--- config.mk ---
export PLATFORM = sky130hd
export DESIGN_NAME = axi_lite_cmd_sequencer
export DESIGN_NICKNAME = d
export VERILOG_FILES = /design/src/rtl/axi_lite_cmd_sequencer.sv
export SDC_FILE = /design/constraint.sdc
export NUM_CORES = 1
export LEC_CHECK = 0
export CORE_ASPECT_RATIO = 0.7
export CORE_MARGIN = 2
export CORE_UTILIZATION = 54
export CTS_CLUSTER_SIZE = 14
export DETAILED_ROUTE_END_ITERATION = 10
export PLACE_DENSITY = 0.8
export SKIP_LAST_GASP = 1
export SLEW_MARGIN = 15
export SYNTH_ARGS = -nofsm -noshare
export SYNTH_HDL_FRONTEND = slang
export SYNTH_SLANG_ARGS = --single-unit
--- constraint.sdc ---
create_clock -name ACLK -period 5.4 [get_ports ACLK]
set_input_delay 0.81 -clock ACLK [delete_from_list [all_inputs] [get_ports ACLK]]
set_output_delay 0.81 -clock ACLK [all_outputs]
set_load 0.005 [all_outputs]
--- src/rtl/axi_lite_cmd_sequencer.sv ---
// AXI-Lite command sequencer: buffers commands in a small FIFO and issues them
// one at a time to a downstream AXI-Lite master. Each command waits for its
// response or for a timeout before it completes. Only one command is in flight.
module axi_lite_cmd_sequencer #(
  parameter int WIDTH   = 32,
  parameter int DEPTH   = 4,
  parameter int TIMEOUT = 255
) (
  input  logic                     ACLK,
  input  logic                     ARESET,
  input  logic                     cmd_valid,
  output logic                     cmd_ready,
  input  logic                     cmd_write,
  input  logic [WIDTH-1:0]         cmd_addr,
  input  logic [WIDTH-1:0]         cmd_wdata,
  input  logic [WIDTH/8-1:0]       cmd_wstrb,
  output logic                     req_valid,
  input  logic                     req_ready,
  output logic                     req_write,
  output logic [WIDTH-1:0]         req_addr,
  output logic [WIDTH-1:0]         req_wdata,
  output logic [WIDTH/8-1:0]       req_wstrb,
  input  logic                     rsp_valid,
  input  logic [1:0]               rsp_resp,
  input  logic [WIDTH-1:0]         rsp_rdata,
  output logic                     res_valid,
  output logic                     res_write,
  output logic [1:0]               res_resp,
  output logic [WIDTH-1:0]         res_rdata,
  output logic                     res_timeout,
  output logic [$clog2(DEPTH):0]   fifo_count,
  output logic                     busy
);
  localparam int AW = $clog2(DEPTH);
  localparam int SW = WIDTH / 8;
  localparam int CW = (TIMEOUT < 1) ? 1 : $clog2(TIMEOUT + 1);
  localparam logic [CW-1:0] TMO  = CW'(TIMEOUT);
  localparam logic [AW:0]   FULL = (AW+1)'(DEPTH);

  typedef enum logic [1:0] {S_IDLE, S_ISSUE, S_WAIT, S_DONE} state_t;

  // FIFO storage and bookkeeping
  logic             mem_write_q [DEPTH];
  logic [WIDTH-1:0] mem_addr_q  [DEPTH];
  logic [WIDTH-1:0] mem_wdata_q [DEPTH];
  logic [SW-1:0]    mem_wstrb_q [DEPTH];
  logic [AW-1:0]    wr_ptr_q, rd_ptr_q;
  logic [AW:0]      count_q, count_d;
  logic             push, pop;

  // FSM and registered outputs
  state_t           state_q;
  logic [CW-1:0]    wcnt_q;
  logic             req_valid_q, req_write_q;
  logic [WIDTH-1:0] req_addr_q, req_wdata_q;
  logic [SW-1:0]    req_wstrb_q;
  logic             res_valid_q, res_write_q, res_timeout_q;
  logic [1:0]       res_resp_q;
  logic [WIDTH-1:0] res_rdata_q;

  // A full FIFO refuses a push even when a pop frees a slot this cycle.
  assign cmd_ready = (count_q != FULL);
  assign push      = cmd_valid && cmd_ready;
  // req_valid is registered high for the whole of ISSUE, so ISSUE + ready is the handshake.
  assign pop       = (state_q == S_ISSUE) && req_ready;

  // Next occupancy: simultaneous push and pop leaves the count unchanged.
  always_comb begin
    count_d = count_q;
    case ({push, pop})
      2'b10:   count_d = count_q + 1'b1;
      2'b01:   count_d = count_q - 1'b1;
      default: count_d = count_q;
    endcase
  end

  // Payload storage; contents need no reset since the pointers define validity.
  always_ff @(posedge ACLK) begin
    if (push) begin
      mem_write_q[wr_ptr_q] <= cmd_write;
      mem_addr_q[wr_ptr_q]  <= cmd_addr;
      mem_wdata_q[wr_ptr_q] <= cmd_wdata;
      mem_wstrb_q[wr_ptr_q] <= cmd_wstrb;
    end
  end

  // Pointers wrap naturally because DEPTH is a power of two.
  always_ff @(posedge ACLK or posedge ARESET) begin
    if (ARESET) begin
      wr_ptr_q <= '0;
      rd_ptr_q <= '0;
      count_q  <= '0;
    end else begin
      if (push) wr_ptr_q <= wr_ptr_q + 1'b1;
      if (pop)  rd_ptr_q <= rd_ptr_q + 1'b1;
      count_q <= count_d;
    end
  end

  // Sequencer: load the head into req_*, hold it until accepted, then wait
  // for the response (or time out) and publish a one-cycle result.
  always_ff @(posedge ACLK or posedge ARESET) begin
    if (ARESET) begin
      state_q       <= S_IDLE;
      wcnt_q        <= '0;
      req_valid_q   <= 1'b0;
      req_write_q   <= 1'b0;
      req_addr_q    <= '0;
      req_wdata_q   <= '0;
      req_wstrb_q   <= '0;
      res_valid_q   <= 1'b0;
      res_write_q   <= 1'b0;
      res_resp_q    <= 2'b00;
      res_rdata_q   <= '0;
      res_timeout_q <= 1'b0;
    end else begin
      case (state_q)
        S_IDLE: if (count_q != '0) begin
          state_q     <= S_ISSUE;
          req_valid_q <= 1'b1;
          req_write_q <= mem_write_q[rd_ptr_q];
          req_addr_q  <= mem_addr_q[rd_ptr_q];
          req_wdata_q <= mem_wdata_q[rd_ptr_q];
          req_wstrb_q <= mem_wstrb_q[rd_ptr_q];
        end
        S_ISSUE: if (req_ready) begin
          state_q     <= S_WAIT;
          req_valid_q <= 1'b0;
          wcnt_q      <= '0;
        end
        S_WAIT: begin
          // A response arriving on the timeout cycle takes priority.
          if (rsp_valid) begin
            state_q       <= S_DONE;
            res_valid_q   <= 1'b1;
            res_write_q   <= req_write_q;
            res_resp_q    <= rsp_resp;
            res_rdata_q   <= req_write_q ? '0 : rsp_rdata;
            res_timeout_q <= 1'b0;
          end else if (wcnt_q == TMO) begin
            state_q       <= S_DONE;
            res_valid_q   <= 1'b1;
            res_write_q   <= req_write_q;
            res_resp_q    <= 2'b10;
            res_rdata_q   <= '0;
            res_timeout_q <= 1'b1;
          end else begin
            wcnt_q <= wcnt_q + 1'b1;
          end
        end
        S_DONE: begin
          state_q     <= S_IDLE;
          res_valid_q <= 1'b0;
        end
        default: state_q <= S_IDLE;
      endcase
    end
  end

  assign req_valid   = req_valid_q;
  assign req_write   = req_write_q;
  assign req_addr    = req_addr_q;
  assign req_wdata   = req_wdata_q;
  assign req_wstrb   = req_wstrb_q;
  assign res_valid   = res_valid_q;
  assign res_write   = res_write_q;
  assign res_resp    = res_resp_q;
  assign res_rdata   = res_rdata_q;
  assign res_timeout = res_timeout_q;
  assign fifo_count  = count_q;
  assign busy        = (state_q != S_IDLE) || (count_q != '0);

endmodule

==> impl_metrics.py, run 1 <==
metrics = {
    "floorplanning": {
        "rows": 50,
        "die_y_um": 143,
        "core_area_mm2": 0.0270,
        "start_util_pct": 55.3,
        "num_io_pins": 220,
        "die_w_um": 203,
        "die-area_mm2": 0.0290,
    },
    "outcome": {
        "status": "completed",
    },
    "grt": {
        "grt-ovfl-total": 0,
        "grt_pass1_vias": 7787,
        "grt_max_degree": 100,
        "antenna_found_initial": 0,
        "grt_usage_pct": 20.7,
        "grt_pass1_wl_um": 45400,
    },
    "timing": {
        "min_period_ps": 3120,
        "grt_setup_unrepaired": "false",
        "setup_viol": 0,
        "slew_headroom_pct": 26.3,
        "clock.fmax_mhz": 321,
        "finalHoldViolCount": 0,
        "period_share_pct": 57.7,
        "fin_setup_tns_ps": 0,
        "skew_ps": 13.8,
        "slew_violations": 0,
        "worst_slew_pin_slew_ps": 1110,
        "setup_ws_ps": 2280,
    },
    "cts": {
        "clk_pin_slew_worst_paths_ps": 60,
        "ctsHoldBuffers": 0,
        "post_cts_buffers": 0,
        "clockBufferDepth": 3,
        "cts_buffers": 38,
        "clkLatencyLatePin_ps": 520,
        "cts_sinks": 400,
        "cts.htree.levels": 2,
        "ctsRootBufferMaster": "clkbuf_16",
        "post_cts_resized": 0,
        "tritoncts": "built",
    },
    "hold_path": {
        "hold_depth": 1,
        "hp-class": "flop to flop",
    },
    "synthesis": {
        "synth_cell_types": 47,
        "syn_inst": 705,
        "synth_nets": 825,
        "synth_edf_count": 276,
        "synth_flop_cell": "edfxtp_1",
        "synth.cell_area_mm2": 0.0149,
        "synthArstFlopShare_pct": 31.0,
        "syn_avg_cell_area_um2": 21.1,
        "ys_ff_latch": 400,
        "ys_seq_area_share_pct": 76.4,
        "ys_warn_count": 0,
    },
    "place": {
        "portBuffers": 219,
        "gp_congestion": 0.750,
        "place_ws_ps": 2620,
        "dp_hpwl_um": 17500,
    },
    "worst_setup_path": {
        "crit_slowest_cell": "or4b_1",
        "reg2regPathDepth": 3,
        "path_class": "flop to output port",
        "crit_chain": "inv_1, ha_1, or4b_1, clkdlybuf4s50_1",
        "startpoint_type": "flop",
        "worstPathArrival_ps": 2310,
        "crit_family": "buffers and inverters",
        "worstSetupEndpointType": "output port",
        "critPathMaxFanout": 4,
        "required_ps": 4590,
        "path_depth": 4,
        "path_buf_inv": 2,
        "critPathMaxStageDelay_ps": 520,
    },
    "final_layout": {
        "seq_area_mm2": 0.0114,
        "layout.nets": 1060,
        "fillers": 1702,
        "area_growth_pct": 25.5,
        "diodes": 0,
        "multi_input_area_mm2": 0.00336,
        "drive_above_1_share_pct": 22.1,
    },
    "detailed_routing": {
        "via_per_inst": 5.67,
        "ant_nets": 0,
        "routed-wl-met3_um": 1710,
        "wirelength_met1_um": 13200,
        "drc": 0,
        "drt_iter0_markers": 492,
        "routed.top_layer": "met4",
        "vias": 7560,
        "dr_wl_met2_um": 14300,
        "wl_per_cell_um": 22.2,
        "routed_wl_um": 29600,
        "dr.pass1.iters": 5,
    },
    "pwr": {
        "p_leak_nw": 6.71,
        "internal_power_mw": 7.68,
        "switching_share_pct": 27.3,
        "power_frac_seq_pct": 45.3,
        "cellPowerDensity_mw_per_mm2": 564,
        "p_switching_mw": 2.88,
        "p_comb_share_pct": 30.3,
        "ir_drop_mv": 0.311,
        "pwr-share-clk_pct": 24.5,
    },
    "flow_run": {
        "drv_cap": 0,
    },
}
[metrics by stage]
stage,hold WS (ps),power (mW),std cells,area (µm²),util [%]
final,502,10.6,1334,18700,69.4
after global routing,523,11.1,1334,18700,69.4
after CTS,503,10.7,1334,18700,69.4
after detailed placement,489,8.07,1264,17500,64.9
after global placement,482,7.98,1264,17500,64.9
after floorplan,487,6.56,705,14900,-
[final cells by class]
class / instances / area share [%]
Clock buffer: 57 / 6.07
Clock inverter: 13 / 0.455
Inverter: 11 / 0.247
Multi-Input combinational cell: 264 / 18.0
Sequential cell: 400 / 60.9
Tap cell: 364 / 2.43
Timing Repair Buffer: 225 / 12.0
[final timing paths]
kind                                     from            end  slack (ps)
max in group asynchronous              ARESET  res_rdata[16]        3590
worst max-delay path               state_q[0]           busy        2280
worst min-delay path              res_timeout    res_timeout         500
min in group asynchronous              ARESET  res_rdata[21]         900
worst min register to register    res_timeout    res_timeout         500
worst max register to register  fifo_count[1]    req_addr[9]        2670
[cell usage after synthesis, drive strengths merged (5+ instances only)]
| cell | count | area [µm²] |
|---|---|---|
| clkbuf | 7 | 26.3 |
| buf | 23 | 126 |
| o21ai | 5 | 25.0 |
| edfxtp | 276 | 8290 |
| a22o | 32 | 280 |
| inv | 11 | 41.3 |
| dfrtp | 124 | 3100 |
| nand3 | 6 | 30.0 |
| ha | 11 | 138 |
| mux4 | 69 | 1550 |
| mux2 | 73 | 826 |
| a21oi | 6 | 30.0 |
| nand2 | 10 | 37.5 |
| nor2 | 7 | 26.3 |
[power by group through the flow]
stage	clock, mW	combinational (mW)	sequential (mW)
2_1_floorplan	0	1.94	4.62
3_3_place_gp	0	3.17	4.81
3_5_place_dp	0	3.23	4.84
4_1_cts	2.64	3.26	4.80
5_1_grt	2.76	3.43	4.88
6_report	2.59	3.20	4.78
[layout by cell type, fill, tap and decap left out, drive strengths merged, types with 5 or more instances in the layout]
master and instances:
nor2 7, buf 6, mux4 69, clkinv 11, edfxtp 276, nand3 6
clkdlybuf4s50 219, inv 11, dfrtp 124, a21oi 6, nand2 10, ha 11
a22o 32, o21ai 5, mux2 73, clkbuf 57
[worst reg2reg max path, stage by stage (launching register included)]
cell	delay, ps
dfrtp_1	440
o31ai_4	960
buf_4	740
mux2_2	470
[logic make-up after synthesis]
group | count (synthesis) | share of synthesized area [%]
buffers and inverters | 41 | 1.30
adders and majority gates | 12 | 1.06
DFF | 400 | 76.4
xor gates and xnor gates | 6 | 0.353
and+or+nand+nor | 45 | 1.68
AOI/OAI and AO/OA | 58 | 3.19
muxes | 143 | 16.0
[per-layer routing]
metal / vias up / track usage (%)
met5: - / 0
met4: 0 / 4.49
met3: 38 / 3.93
met2: 233 / 33.0
met1: 3980 / 30.3
li1: 3309 / -
[registers in the layout, summed over array words and instances (netlist names), 2 cells and up]
register	cells
req_wstrb	4
mem_write_q	4
res_resp	2
req_wdata	32
res_rdata	32
mem_addr_q	128
mem_wdata_q	128
wr_ptr_q	2
mem_wstrb_q	16
rd_ptr_q	2
fifo_count	3
wcnt_q	8
req_addr	32
state_q	2
No activity file was read; power rests on OpenSTA's default activity.
==> run 2, diff against run 1 <==
==> constraint.sdc (replaced) <==
create_clock -name ACLK -period 3 [get_ports ACLK]
set_input_delay 0.45 -clock ACLK [delete_from_list [all_inputs] [get_ports ACLK]]
set_output_delay 0.45 -clock ACLK [all_outputs]
set_load 0.005 [all_outputs]
==> run 2 against run 1 <==
  * Design area is 0.56% higher
  * Cell count grew 0.97%
  * Worst hold slack lost 290 ps
  * Via count rose by 0.21%
  * Largest cell class unchanged
  * Highest routed layer is now met5
==> impl_metrics.py, run 2 (synthesis results as in run 1) <==
metrics = {
    "cts": {
        "post_cts_buffers": 0,
        "tritoncts": "built",
        "clkLatencyLatePin_ps": 520,
        "ctsRootBufferMaster": "clkbuf_16",
        "cts_buffers": 38,
        "cts_sinks": 400,
        "cts.htree.levels": 2,
        "ctsHoldBuffers": 0,
        "clockBufferDepth": 3,
        "post_cts_resized": 0,
        "clk_pin_slew_worst_paths_ps": 60,
    },
    "place": {
        "portBuffers": 219,
        "gp_congestion": 0.806,
        "dp_hpwl_um": 18600,
    },
    "final_layout": {
        "drive_above_1_share_pct": 23.0,
        "final_common_cell": "edfxtp_1",
        "area_growth_pct": 26.2,
        "top_regs": "mem_addr_q: 128 flops, mem_wdata_q: 128 flops",
        "final_util_pct": 69.8,
        "final_cell_mix": "276 x edfxtp_1, 219 x clkdlybuf4s50_1, 122 x dfrtp_1",
        "layout.nets": 1073,
    },
    "detailed_routing": {
        "ant_nets": 0,
        "drt_iter0_markers": 440,
        "vias": 7576,
        "drc": 0,
        "wl_per_cell_um": 22.2,
        "routed_wl_um": 29900,
        "dr.pass1.iters": 4,
        "via_per_inst": 5.62,
    },
    "timing": {
        "min_period_ps": 2750,
        "slew_violations": 0,
        "fin_setup_tns_ps": 0,
        "finalHoldViolCount": 0,
        "period_share_pct": 91.5,
        "setup_viol": 0,
        "slew_headroom_pct": 28.4,
        "worst_slew_pin_slew_ps": 1070,
        "clock.fmax_mhz": 364,
        "grt_setup_unrepaired": "false",
        "skew_ps": 10.4,
    },
    "floorplanning": {
        "num_io_pins": 220,
        "die-area_mm2": 0.0290,
        "start_util_pct": 55.3,
        "die_w_um": 203,
        "rows": 50,
        "core_area_mm2": 0.0270,
        "die_y_um": 143,
    },
    "pwr": {
        "ir_drop_mv": 0.681,
        "cellPowerDensity_mw_per_mm2": 1010,
        "p_leak_nw": 6.76,
    },
    "grt": {
        "grt_pass1_wl_um": 46600,
        "grt_usage_pct": 21.3,
        "grt_max_degree": 53,
        "grt-ovfl-total": 0,
        "antenna_found_initial": 2,
        "grt_pass1_vias": 8027,
    },
    "worst_setup_path": {
        "required_ps": 2550,
        "startpoint_type": "flop",
        "path_class": "flop to output port",
        "worstPathArrival_ps": 2300,
        "worstSetupEndpointType": "output port",
        "critPathMaxFanout": 4,
    },
    "outcome": {
        "status": "completed",
    },
    "hold_path": {
        "hp-class": "input port to async pin",
    },
    "flow_run": {
        "drv_cap": 0,
    },
}
==> run 2: final cells by class <==
class | count | area [µm²]
clock inverters | 13 | 68.8
clock buffers | 56 | 1070
multi-input cells | 264 | 3360
flip-flops and latches | 400 | 11400
diodes | 1 | 2.50
well taps | 364 | 455
repair buffers | 238 | 2420
inverters | 11 | 45.0
fillers | 1682 | 8140
==> run 2: worst max-delay path, stage by stage (launching register included) <==
cell and delay [ps]:
dfrtp_1 410, inv_1 120, ha_1 230, or4b_1 530, clkdlybuf4s50_1 480
==> run 2: final timing paths <==
kind                          startpoint             to  slack (ps)  cells past startpoint
max in group asynchronous         ARESET    res_resp[0]        2020                      3
min in group ACLK            rsp_resp[1]    res_resp[1]         490                      3
max reg2reg                fifo_count[0]   req_addr[21]         680                      3
min reg2reg                 req_wdata[0]   req_wdata[0]         500                      1
min                               ARESET  req_wdata[25]         210                      2
max                           state_q[0]           busy         250                      4
==> run 2: where the power goes <==
group / internal (mW) / total (mW) / switching [mW]
combinational: 3.63 / 6.10 / 2.47
sequential: 7.60 / 8.41 / 0.806
clock: 2.48 / 4.42 / 1.93
==> run 2: through the flow <==
stage	cells	cell area, µm²	worst slack (ps)	power (mW)	hold WS (ps)
2_1_floorplan	705	14900	196	11.8	487
3_3_place_gp	1277	17700	633	14.5	480
3_5_place_dp	1277	17700	579	14.7	490
4_1_cts	1346	18800	229	19.2	199
5_1_grt	1346	18800	195	19.9	228
6_report	1347	18800	254	18.9	212
==> run 2: layer usage <==
metal	track usage (%)	wire length (µm)	vias to the layer above	share of wire, %
li1	-	-	3345	-
met1	30.5	12900	3949	43
met2	33.5	14300	230	48
met3	5.25	2120	50	7.1
met4	5.61	582	2	1.9
met5	0	15	-	0.050
==> run 3, diff against run 2 <==
--- a/config.mk
+++ b/config.mk
@@ -7,10 +7,11 @@
 export LEC_CHECK = 0
 export CORE_ASPECT_RATIO = 0.7
 export CORE_MARGIN = 2
-export CORE_UTILIZATION = 54
+export CORE_UTILIZATION = 55
+export CTS_BUF_LIST = sky130_fd_sc_hd__clkbuf_4 sky130_fd_sc_hd__clkbuf_8
 export CTS_CLUSTER_SIZE = 14
 export DETAILED_ROUTE_END_ITERATION = 10
-export PLACE_DENSITY = 0.8
+export PLACE_DENSITY = 0.81
 export SKIP_LAST_GASP = 1
 export SLEW_MARGIN = 15
 export SYNTH_ARGS = -nofsm -noshare
==> run 3 against run 2 <==
  * Register-to-register slack better by 70 ps
  * Count of clock-buffer cells in the layout is 35 higher
  * Worst setup slack worse by 33 ps
  * Critical path depth stayed put
  * Combinational power hardly changed
  * Sequential share of layout area is 0.19 points lower
  * Maximum frequency is 1.2% lower
  * Total power is 0.38% lower
  * Sequential power is 1% higher
  * Die area is 1.8% lower
  * Largest cell class unchanged
  * Largest power group unchanged
==> impl_metrics.py, run 3 (synthesis results as in run 1) <==
metrics = {
    "cts": {
        "tritoncts": "built",
        "cts_sinks": 400,
        "post_cts_buffers": 0,
        "cts_buffers": 58,
        "clk_pin_slew_worst_paths_ps": 70,
        "ctsRootBufferMaster": "clkbuf_8",
        "clockBufferDepth": 3,
        "cts.htree.levels": 2,
        "post_cts_resized": 0,
        "ctsHoldBuffers": 0,
        "clkLatencyLatePin_ps": 600,
    },
    "worst_setup_path": {
        "worstPathArrival_ps": 2330,
        "crit_slowest_cell": "or4b_1",
        "rr_endpoint": "res_write",
        "critPathMaxFanout": 4,
        "r2r_slack_ps": 750,
        "critPathMaxStageDelay_ps": 490,
        "worstSetupEndpointType": "output port",
        "required_ps": 2550,
        "r2r_start": "state_q[0]",
        "startpoint_type": "flop",
        "path_class": "flop to output port",
        "reg2regPathDepth": 5,
        "crit_chain": "inv_1, ha_1, or4b_1, clkdlybuf4s50_1",
    },
    "timing": {
        "skew_ps": 20.0,
        "clock.fmax_mhz": 360,
        "finalHoldViolCount": 0,
        "setup_ws_ps": 220,
        "setup_viol": 0,
        "min_period_ps": 2780,
        "worst_slew_pin_slew_ps": 651,
        "slew_violations": 0,
        "period_share_pct": 92.7,
        "fin_setup_tns_ps": 0,
        "slew_headroom_pct": 56.6,
        "grt_setup_unrepaired": "false",
    },
    "grt": {
        "grt_usage_pct": 21.7,
        "grt_pass1_wl_um": 46800,
        "grt_pass1_vias": 8119,
        "grt_max_degree": 103,
        "grt-ovfl-total": 0,
        "antenna_found_initial": 1,
    },
    "place": {
        "dp_hpwl_um": 18900,
        "place_ws_ps": 612,
        "gp_congestion": 0.753,
        "portBuffers": 219,
    },
    "detailed_routing": {
        "wl_per_cell_um": 21.7,
        "drc": 0,
        "dr.pass1.iters": 4,
        "via_per_inst": 5.49,
        "vias": 7632,
        "ant_nets": 0,
        "drt_iter0_markers": 505,
        "routed_wl_um": 30100,
    },
    "final_layout": {
        "multi_input_area_mm2": 0.00336,
        "final_common_cell": "edfxtp_1",
        "area_growth_pct": 26.6,
        "final_cell_mix": "276 x edfxtp_1, 219 x clkdlybuf4s50_1, 122 x dfrtp_1",
        "layout.nets": 1096,
        "fillers": 1668,
        "drive_above_1_share_pct": 27.1,
        "top_regs": "mem_addr_q: 128 flops, mem_wdata_q: 128 flops",
        "seq_area_mm2": 0.0114,
    },
    "pwr": {
        "switching_share_pct": 28.1,
        "p_switching_mw": 5.31,
        "internal_power_mw": 13.6,
        "p_comb_share_pct": 32.3,
        "pwr-share-clk_pct": 22.6,
        "ir_drop_mv": 0.542,
        "p_leak_nw": 6.85,
        "cellPowerDensity_mw_per_mm2": 999,
        "power_frac_seq_pct": 45.1,
    },
    "floorplanning": {
        "num_io_pins": 220,
        "start_util_pct": 55.8,
        "rows": 50,
        "die_y_um": 142,
        "die_w_um": 201,
        "die-area_mm2": 0.0285,
        "core_area_mm2": 0.0267,
    },
    "flow_run": {
        "drv_cap": 0,
    },
    "hold_path": {
        "hp-class": "input port to async pin",
    },
    "outcome": {
        "status": "completed",
    },
}
==> run 3: power groups by stage <==
stage	logic, mW	registers, mW	clock network, mW
floorplan	3.49	8.32	0
global placement	6.05	8.54	0
detailed placement	6.15	8.60	0
CTS	6.19	8.52	4.37
global route	6.53	8.68	4.62
finish	6.08	8.50	4.27
==> run 3: area by class of cell <==
| type | instances | share of cell area, % |
|---|---|---|
| timing repair buffer | 241 | 13.0 |
| tap | 364 | 2.41 |
| inverter | 11 | 0.239 |
| antenna | 1 | 0.0133 |
| multi-input combinational | 264 | 17.8 |
| clock buffer | 91 | 5.71 |
| clock inverter | 17 | 0.451 |
| sequential | 400 | 60.4 |
==> run 3: routing by layer <==
layer	track usage [%]	vias up	routed length [µm]
met5	0	-	0
met2	33.9	216	14400
li1	-	3392	-
met1	31.1	3989	13500
met3	5.47	35	1730
met4	5.85	0	514
==> run 3: critical path, delay by kind of cell (launching register included) <==
family                     cells  cell delay, ps
DFF                            1             410
and+or+nand+nor                1             490
buffers and inverters          2             600
adders and majority gates      1             250
==> run 3: worst max path at each step <==
stage / start / endpoint / cells past startpoint / slack, ps
finish: state_q[0] / busy / 4 / 220
global route: state_q[0] / busy / 4 / 80
CTS: state_q[0] / busy / 4 / 170
detailed placement: req_ready / fifo_count[2] / 8 / 610
global placement: req_ready / fifo_count[2] / 8 / 650
floorplan: fifo_count[0] / mem_addr_q[0][0] / 3 / 200
==> run 3: metrics by stage <==
step / std cells / area, µm² / hold slack (ps) / total power, mW / util, %
finish: 1389 / 18900 / 312 / 18.9 / 70.7
global route: 1389 / 18900 / 303 / 19.8 / 70.7
CTS: 1388 / 18900 / 294 / 19.1 / 70.7
detailed placement: 1280 / 17700 / 486 / 14.8 / 66.3
global placement: 1280 / 17700 / 475 / 14.6 / 66.3
floorplan: 705 / 14900 / 487 / 11.8 / -
